`src/rtl/prog_clock_divider.sv`:
```
// prog_clock_divider
//   Multi-channel, runtime-programmable integer clock divider. Each channel
//   counts 0..div-1 and produces a registered square wave (div_out) and a
//   one-cycle clock-enable pulse (tick) once per period. The reset divisors
//   are 2,4,8,16,... (saturating at 2^DIV_W-1).
//   New divisors are loaded through a valid/ready config port. They take
//   effect at the channel's period boundary, so there are no runt or
//   stretched pulses.
//
//   Optional build macro: CLKDIV_SYNC_EN adds sync_in. A pulse on sync_in
//   restarts every enabled counter from 0 and applies any pending divisor.
//
// Parameters
//   NCH   : number of channels (1..16)
//   DIV_W : divisor/counter width; legal divisors 2..2^DIV_W-1
//   CH_W  : channel-select width (derived)
//
// Ports
//   clk        system clock, rising edge
//   rst        synchronous, active-low reset
//   en         per-channel run enable
//   cfg_valid  config request valid
//   cfg_ready  config port can accept this cycle
//   cfg_ch     target channel of the config request
//   cfg_div    new divisor for the target channel
//   cfg_err    one-cycle pulse: the last accepted request was illegal
//   div_out    divided square wave per channel
//   tick       one-cycle pulse per channel period
//   sync_in    phase-align pulse (CLKDIV_SYNC_EN only)

module prog_clock_divider #(
   parameter  int unsigned NCH   = 4,
   parameter  int unsigned DIV_W = 8,
   localparam int unsigned CH_W  = (NCH > 1) ? $clog2(NCH) : 1
) (
   input  logic             clk,
   input  logic             rst,
   input  logic [NCH-1:0]   en,
   input  logic             cfg_valid,
   output logic             cfg_ready,
   input  logic [CH_W-1:0]  cfg_ch,
   input  logic [DIV_W-1:0] cfg_div,
   output logic             cfg_err,
   output logic [NCH-1:0]   div_out,
   output logic [NCH-1:0]   tick
`ifdef CLKDIV_SYNC_EN
   ,
   input  logic             sync_in
`endif
);

   localparam logic [DIV_W-1:0] DIV_MIN = DIV_W'(2);

   // Reset divisor for channel i: 2^(i+1), saturated to the counter range.
   function automatic logic [DIV_W-1:0] dflt_div(input int unsigned i);
      if (i + 1 >= DIV_W) return '1;
      return DIV_W'(1) << (i + 1);
   endfunction

   logic [NCH-1:0][DIV_W-1:0] cnt;
   logic [NCH-1:0][DIV_W-1:0] div;
   logic [NCH-1:0][DIV_W-1:0] newdiv;
   logic [NCH-1:0]            pend;

   logic             in_range;
   logic             too_small;
   logic             accept;
   logic [DIV_W-1:0] legal_div;
   logic [NCH-1:0]   hit;
   logic [NCH-1:0]   wrap;
   logic [NCH-1:0]   restart;

   always_comb begin
      in_range  = (32'(cfg_ch) < NCH);
      too_small = (cfg_div < DIV_MIN);
      legal_div = too_small ? DIV_MIN : cfg_div;
      // Out-of-range requests are always accepted so they can be discarded.
      cfg_ready = in_range ? !pend[cfg_ch] : 1'b1;
      accept    = cfg_valid && cfg_ready;
      for (int unsigned i = 0; i < NCH; i++) begin
         hit[i]  = accept && in_range && (32'(cfg_ch) == i);
         wrap[i] = (cnt[i] == div[i] - DIV_W'(1));
`ifdef CLKDIV_SYNC_EN
         restart[i] = wrap[i] || sync_in;
`else
         restart[i] = wrap[i];
`endif
      end
   end

   always_ff @(posedge clk) begin
      if (!rst) begin
         for (int unsigned i = 0; i < NCH; i++) begin
            cnt[i]    <= '0;
            div[i]    <= dflt_div(i);
            newdiv[i] <= '0;
         end
         pend    <= '0;
         div_out <= '0;
         tick    <= '0;
         cfg_err <= 1'b0;
      end else begin
         cfg_err <= accept && (!in_range || too_small);
         for (int unsigned i = 0; i < NCH; i++) begin
            if (!en[i]) begin
               // Idle channel: no period in progress, so divisors apply at once.
               cnt[i]     <= '0;
               div_out[i] <= 1'b0;
               tick[i]    <= 1'b0;
               if (hit[i])
                  div[i] <= legal_div;
               else if (pend[i])
                  div[i] <= newdiv[i];
               pend[i] <= 1'b0;
            end else begin
               div_out[i] <= (cnt[i] >= (div[i] >> 1));
               tick[i]    <= wrap[i];
               if (restart[i]) begin
                  // Period boundary: a request landing here skips the pending stage.
                  cnt[i] <= '0;
                  if (hit[i])
                     div[i] <= legal_div;
                  else if (pend[i])
                     div[i] <= newdiv[i];
                  pend[i] <= 1'b0;
               end else begin
                  cnt[i] <= cnt[i] + DIV_W'(1);
                  if (hit[i]) begin
                     pend[i]   <= 1'b1;
                     newdiv[i] <= legal_div;
                  end
               end
            end
         end
      end
   end

endmodule

```
`config.mk`:
```
export PLATFORM = sky130hd
export DESIGN_NAME = prog_clock_divider
export DESIGN_NICKNAME = d
export VERILOG_FILES = /design/src/rtl/prog_clock_divider.sv
export SDC_FILE = /design/constraint.sdc
export NUM_CORES = 1
export LEC_CHECK = 0
export CAP_MARGIN = 10
export CORE_UTILIZATION = 51
export CTS_CLUSTER_SIZE = 8
export DETAILED_ROUTE_END_ITERATION = 8
export PLACE_DENSITY_LB_ADDON = 0.25
export SLEW_MARGIN = 25
export SYNTH_ARGS = -nofsm -noshare
export SYNTH_HDL_FRONTEND = slang
export SYNTH_SLANG_ARGS = --single-unit
```
`constraint.sdc`:
```
create_clock -name clk -period 6.1 [get_ports clk]
set_input_delay 0.915 -clock clk [delete_from_list [all_inputs] [get_ports clk]]
set_output_delay 0.915 -clock clk [all_outputs]
set_load 0.01 [all_outputs]
```
## After elaboration in Yosys (flattened, before gate mapping)

Cells that the tools add are included.
W data, S select, Z words.

| storage, ports and cells | value |
|---|---|
| output and inout port bits | 10 |
| logic and storage cells | 98 |
| register bits | 109 |

| operators by class | value |
|---|---|
| eq/ne operators | 11 |
| add/sub/neg operators | 8 |
| magnitude comparators | 6 |
| mux-type cells | 19 |
| reductions and logical operators | 20 |
| bitwise logic cells | 9 |

Operator list:

| operator | count |
|---|---|
| $mux W8 | 17 |
| $add A8 B1 Y8 const B | 4 |
| $eq A8 B8 Y1 | 4 |
| $ge A8 B7 Y1 | 4 |
| $sub A8 B1 Y8 const B | 4 |
| $reduce_and A3 Y1 | 4 |
| $reduce_or A3 Y1 | 4 |
| $not A1 Y1 | 9 |
| $lt A8 B2 Y1 const B | 1 |
| $ne A2 B1 Y1 const B | 4 |
| $reduce_and A2 Y1 | 4 |
| $logic_and A1 B1 Y1 | 6 |
| $eq A2 B2 Y1 const B | 2 |
| $lt A2 B3 Y1 const B | 1 |
| $bmux W1 S2 | 1 |
| $eq A2 B1 Y1 const B | 1 |
| $logic_not A2 Y1 | 1 |
| $logic_not A1 Y1 | 1 |
| $mux W1 | 1 |

## Depth between registers and ports, before layout

| logic depth | value |
|---|---|
| word-level depth | 8 |
| mapped depth | 11 |
| mapped depth without buffers | 9 |

## Worst setup path after synthesis

No wires, ideal clock.

| timing path | value |
|---|---|
| path type | reg-to-reg |
| from | register div[8] (netlist name) |
| to | register div[10] (netlist name) |
| period minus slack after synthesis | 2.516 ns |
| required time | 5.979 ns |
| cell stages (with the launch flop) | 12 |
| buffers on the path | 2 |
| library setup time | 0.121 ns |
| arrival time | 2.395 ns |
| setup slack | 3.584 ns |
| path through | dfxtp_1 -> inv_1 -> ha_1 -> buf_2 -> o21ba_2 -> a221oi_1 -> a41oi_1 -> o31ai_1 -> nand2_1 -> or2_1 -> buf_2 -> mux2_2 |

| on the way | value |
|---|---|
| word-level cells in the longest chain between the ends | 3 |

Ends and longest elaborated chain:

| what | line | RTL |
|---|---|---|
| start, declared | 61 | `logic [NCH-1:0][DIV_W-1:0] div;` |
| start signal, assigned by index | 95 | `div[i] <= dflt_div(i);` |
| start signal, assigned by index | 111 | `div[i] <= legal_div;` |
| start signal, assigned by index | 113 | `div[i] <= newdiv[i];` |
| $sub A8 B1 Y8 | 82 | `wrap[i] = (cnt[i] == div[i] - DIV_W'(1));` |
| $eq A8 B8 Y1 | 82 |  |
| $ne A2 B1 Y1 (no source line) | -- |  |

No other way between the ends.
A chain may end at the register's enable or synchronous reset.

## Final worst setup path

| timing path | value |
|---|---|
| from | input cfg_ch[0] |
| to | output cfg_ready |

| on the way | value |
|---|---|
| word-level cells in the longest chain between the ends | 3 |

Ends and longest elaborated chain:

| what | line | RTL |
|---|---|---|
| start, declared | 41 | `input logic [CH_W-1:0] cfg_ch,` |
| $bmux W1 S2 | 78 | `cfg_ready = in_range ? !pend[cfg_ch] : 1'b1;` |
| $mux W1 (implied by the code) | 78 |  |
| $logic_not A1 Y1 | 78 |  |
| end, declared | 40 | `output logic cfg_ready,` |

No other way between the ends. The select of a mux whose other input is x is not followed.

==> results.txt <==
The flow ran to the end, and the final reports show no timing, DRC or antenna violations. The fraction of final layout cells sized beyond drive strength 1 came out at 0.0544. The area growth from synthesis to layout came out at 11.8%.

The final setup violation count is 0. The power share of the sequential group is 0.491. The worst setup path is of the in2out kind. The switching power came out at 394 uW. The worst-case IR drop observed on VDD is 165 uV. The initial utilization of the core area, before any placement, comes to 0.529.

The met1 track demand over resource is 0.293. The via count of the first global-routing pass was 4437. The clock group share of total power came out at 0.399. The overall global routing resource usage is 0.228. The initial antenna violation count is 0. The final clock skew came out at 10.2 ps. The die span in y came out at 109 um. For this run the aggregate overflow at the end of global routing stands at 0. The final-report max-slew violation count is 0.

In this run the core area contains 38 standard-cell rows. The most used flip-flop cell after synthesis is dfxtp_1. The detailed router's first-iteration violation count came out at 183. The proportion of synthesized chip area in sequential cells is 0.375. The number of distinct standard cells referenced by the synthesized netlist is 60.

The portion of total power attributed to combinational logic is 0.110. The final weighted congestion of routability-driven global placement came out at 0.818. Entering global routing, the biggest net connects 37 pins. The number of buffers inserted by post-CTS setup repair is 0. The met3 track demand over resource in global routing came out at 0.0550.

The count of fill cells added during filler insertion is 938. The final net count came out at 747. The detailed-route vias per instance is 5.58. In the final timing run, aggregate negative setup slack is 0 ps. The proportion of total power due to net switching is 0.257. The worst path in the final design needs a cycle of 3550 ps, including I/O delays and setup. Along the worst path, the maximum fanout reaches 5. The net count after synthesis is 728. The flop and latch count out of synthesis is 109. The cell at the root of the clock tree is clkbuf_16. Based on the critical path, the design can be clocked at up to 282 MHz. The worst hold path belongs to the class reg2reg.

At the worst endpoint, the arrival time is 2630 ps. The number of CTS-inserted buffers is 9. The maximum number of buffers from clock root to sink came out at 2. The clock tree synthesis step divided the H-tree into 3 levels. The overall die area is 11800 um^2. The reported max-cap violation count came out at 0. Counting every sink on the clock net gives 109. After detailed routing, the total wire length is 12.4 mm. The first-pass GRT wire length is 21.1 mm. In the routed design, unresolved DRC markers number 0. The average size of a mapped cell came out at 8.61 um^2. The number of gates given a new drive strength after cts is 0. The fraction of the cycle the final worst path needs came out at 0.582. The first TritonRoute pass finished after 4 iterations. Setup repair after global routing left no endpoint under its margin. The core box area is 11000 um^2. The static leakage came out at 0.00245 uW. The fraction of registers with async set/reset is 0.

The number of enable-type register cells in the synthesized netlist came out at 0. The synthesized instance count came out at 675. The clock insertion delay at the later pin of the skew report is 360 ps. The mapped netlist covers 5810 um^2. The clock transition at the register clock pins on the worst setup and hold paths after CTS came out at 80 ps. Across all layers, the routed design uses 4683 vias. The final antenna-violating net count came out at 0. The total I/O pin count is 27. Across the whole layout, storage elements account for 2180 um^2. The count of endpoints failing hold in the final timing report was 0.

The worst pin sits at a relative slew slack of 0.369. The worst setup path is launched from a primary input. The number of antenna repair diodes is 0. Summing all multi-input logic gate instances after layout gives 3380 um^2.

The post-layout utilization of the core came out at 0.592. The number of buffer cells added on primary ports is 26. For this run, global-route usage on met2 was measured as 0.378. The warning count from the yosys run came out at 0.

At the pin with the least slew margin, the transition time is 941 ps. The horizontal extent of the die is 109 um. The data required time at the worst endpoint came out at 5180 ps. The total power density per cell area is 235 nW/um^2. The routing layer with the top usage in global route is met2. The half-perimeter wire length of the detailed placement result is 8.98 mm. The design draws 1530 uW. The number of hold-repair buffers added at the cts stage is 0.

Dividing the detail-routed wire length by the instance count gives 14.7 um. TritonCTS built the clock tree. The worst setup path is captured at an output pin. The internal portion of the total power is 1140 uW.
-- layer usage --
metal / wire length [um] / vias up
met3: 469 / 15
met2: 5760 / 67
met4: 209 / 0
met5: 0 / -
li1: - / 2410
met1: 5940 / 2191
-- Yosys cell counts (3+ instances only) --
master,number,share of area
and3_1,13,0.014
a211oi_1,26,0.034
dfxtp_1,109,0.38
nor2_1,83,0.054
a21oi_1,12,0.010
mux2i_1,31,0.053
nor2b_1,11,0.012
o21ai_0,24,0.021
a311oi_1,6,0.0090
xnor2_1,30,0.045
xor2_1,31,0.047
clkbuf_1,12,0.0077
o31ai_1,5,0.0065
o211ai_1,4,0.0052
inv_1,43,0.028
a21o_1,8,0.010
nand4_1,6,0.0065
nand2b_1,5,0.0054
nor3_1,16,0.014
buf_2,7,0.0060
and2_1,4,0.0043
ha_1,36,0.077
nand3_1,50,0.043
o31a_1,3,0.0045
a2111oi_0,5,0.0075
nor4_1,4,0.0043
nand2_1,48,0.031
-- cell families (layout without fill, tap and decap cells) --
| family | Yosys count | in the layout | synth area share |
|---|---|---|---|
| AO/OA/AOI/OAI | 108 | 108 | 0.133 |
| XOR/XNOR | 61 | 61 | 0.0919 |
| buffers and inverters | 67 | 91 | 0.0467 |
| adder cells (fa/ha/maj) | 36 | 36 | 0.0775 |
| AND/OR/NAND/NOR | 261 | 261 | 0.217 |
| flip-flops | 109 | 109 | 0.375 |
| multiplexers | 33 | 33 | 0.0592 |
-- cells in the final DEF, fill, tap and decap left out, types with 2 or more instances in the layout --
cell	instances
a2111oi_0	5
ha_1	36
or4_1	2
xor2_1	31
dfxtp_1	109
nor3_1	16
xnor2_1	30
and3b_1	2
clkbuf_16	9
nor3b_1	2
o211ai_1	4
nand2b_1	5
inv_1	43
nand2_1	48
or2_2	2
nor2b_1	11
a311oi_1	6
and3_1	13
buf_4	5
nor4_1	4
o31a_1	3
o221ai_1	2
o31ai_1	5
inv_6	2
mux2i_1	31
or2_1	2
a211oi_1	26
and2_1	4
clkdlybuf4s50_1	25
nand3_1	50
nor2_1	83
nand4b_1	2
o21ai_0	24
and4_1	2
a21o_1	8
nand4_1	6
a21oi_1	11
-- path summary, 6_finish.rpt --
path / startpoint / endpoint / slack (ps) / cells after the start
worst max register to register: div[16] / div[23] / 3030 / 9
worst min register to register: newdiv[20] / newdiv[20] / 470 / 2
worst max-delay path: cfg_ch[0] / cfg_ready / 2550 / 4
worst min-delay path: newdiv[20] / newdiv[20] / 470 / 2
-- stage by stage --
step / instances / worst slack [ps] / hold slack (ps) / area (um^2)
floorplan: 675 / 3580 / 434 / 5810
global placement: 823 / 2570 / 444 / 6190
detailed placement: 823 / 2440 / 449 / 6190
CTS: 839 / 2550 / 465 / 6500
global route: 839 / 2500 / 491 / 6500
finish: 839 / 2550 / 467 / 6500
-- final cells by class --
type,instances,area share
clock buffer,10,0.0368
clock inverter,6,0.0106
inverter,44,0.0254
multi-input combinational,499,0.520
sequential,109,0.336
tap,140,0.0269
timing repair buffer,31,0.0450
-- power groups by stage --
stage	clock network [uW]	registers, uW	logic [uW]
finish	610	752	168
floorplan	0	763	121
global route	650	755	190
CTS	624	752	169
global placement	0	768	162
detailed placement	0	769	167
-- state kept, by name, summed over array words and instances, names as in the netlist --
name	cells
cfg_err	1
tick	4
newdiv	32
div	32
cnt	32
div_out	4
pend	4
-- worst max-delay path, stage by stage --
cell	delay [ps]
clkdlybuf4s50_1	570
mux4_2	550
inv_1	70
clkdlybuf4s50_1	530
(Power assumes the default switching activity.)
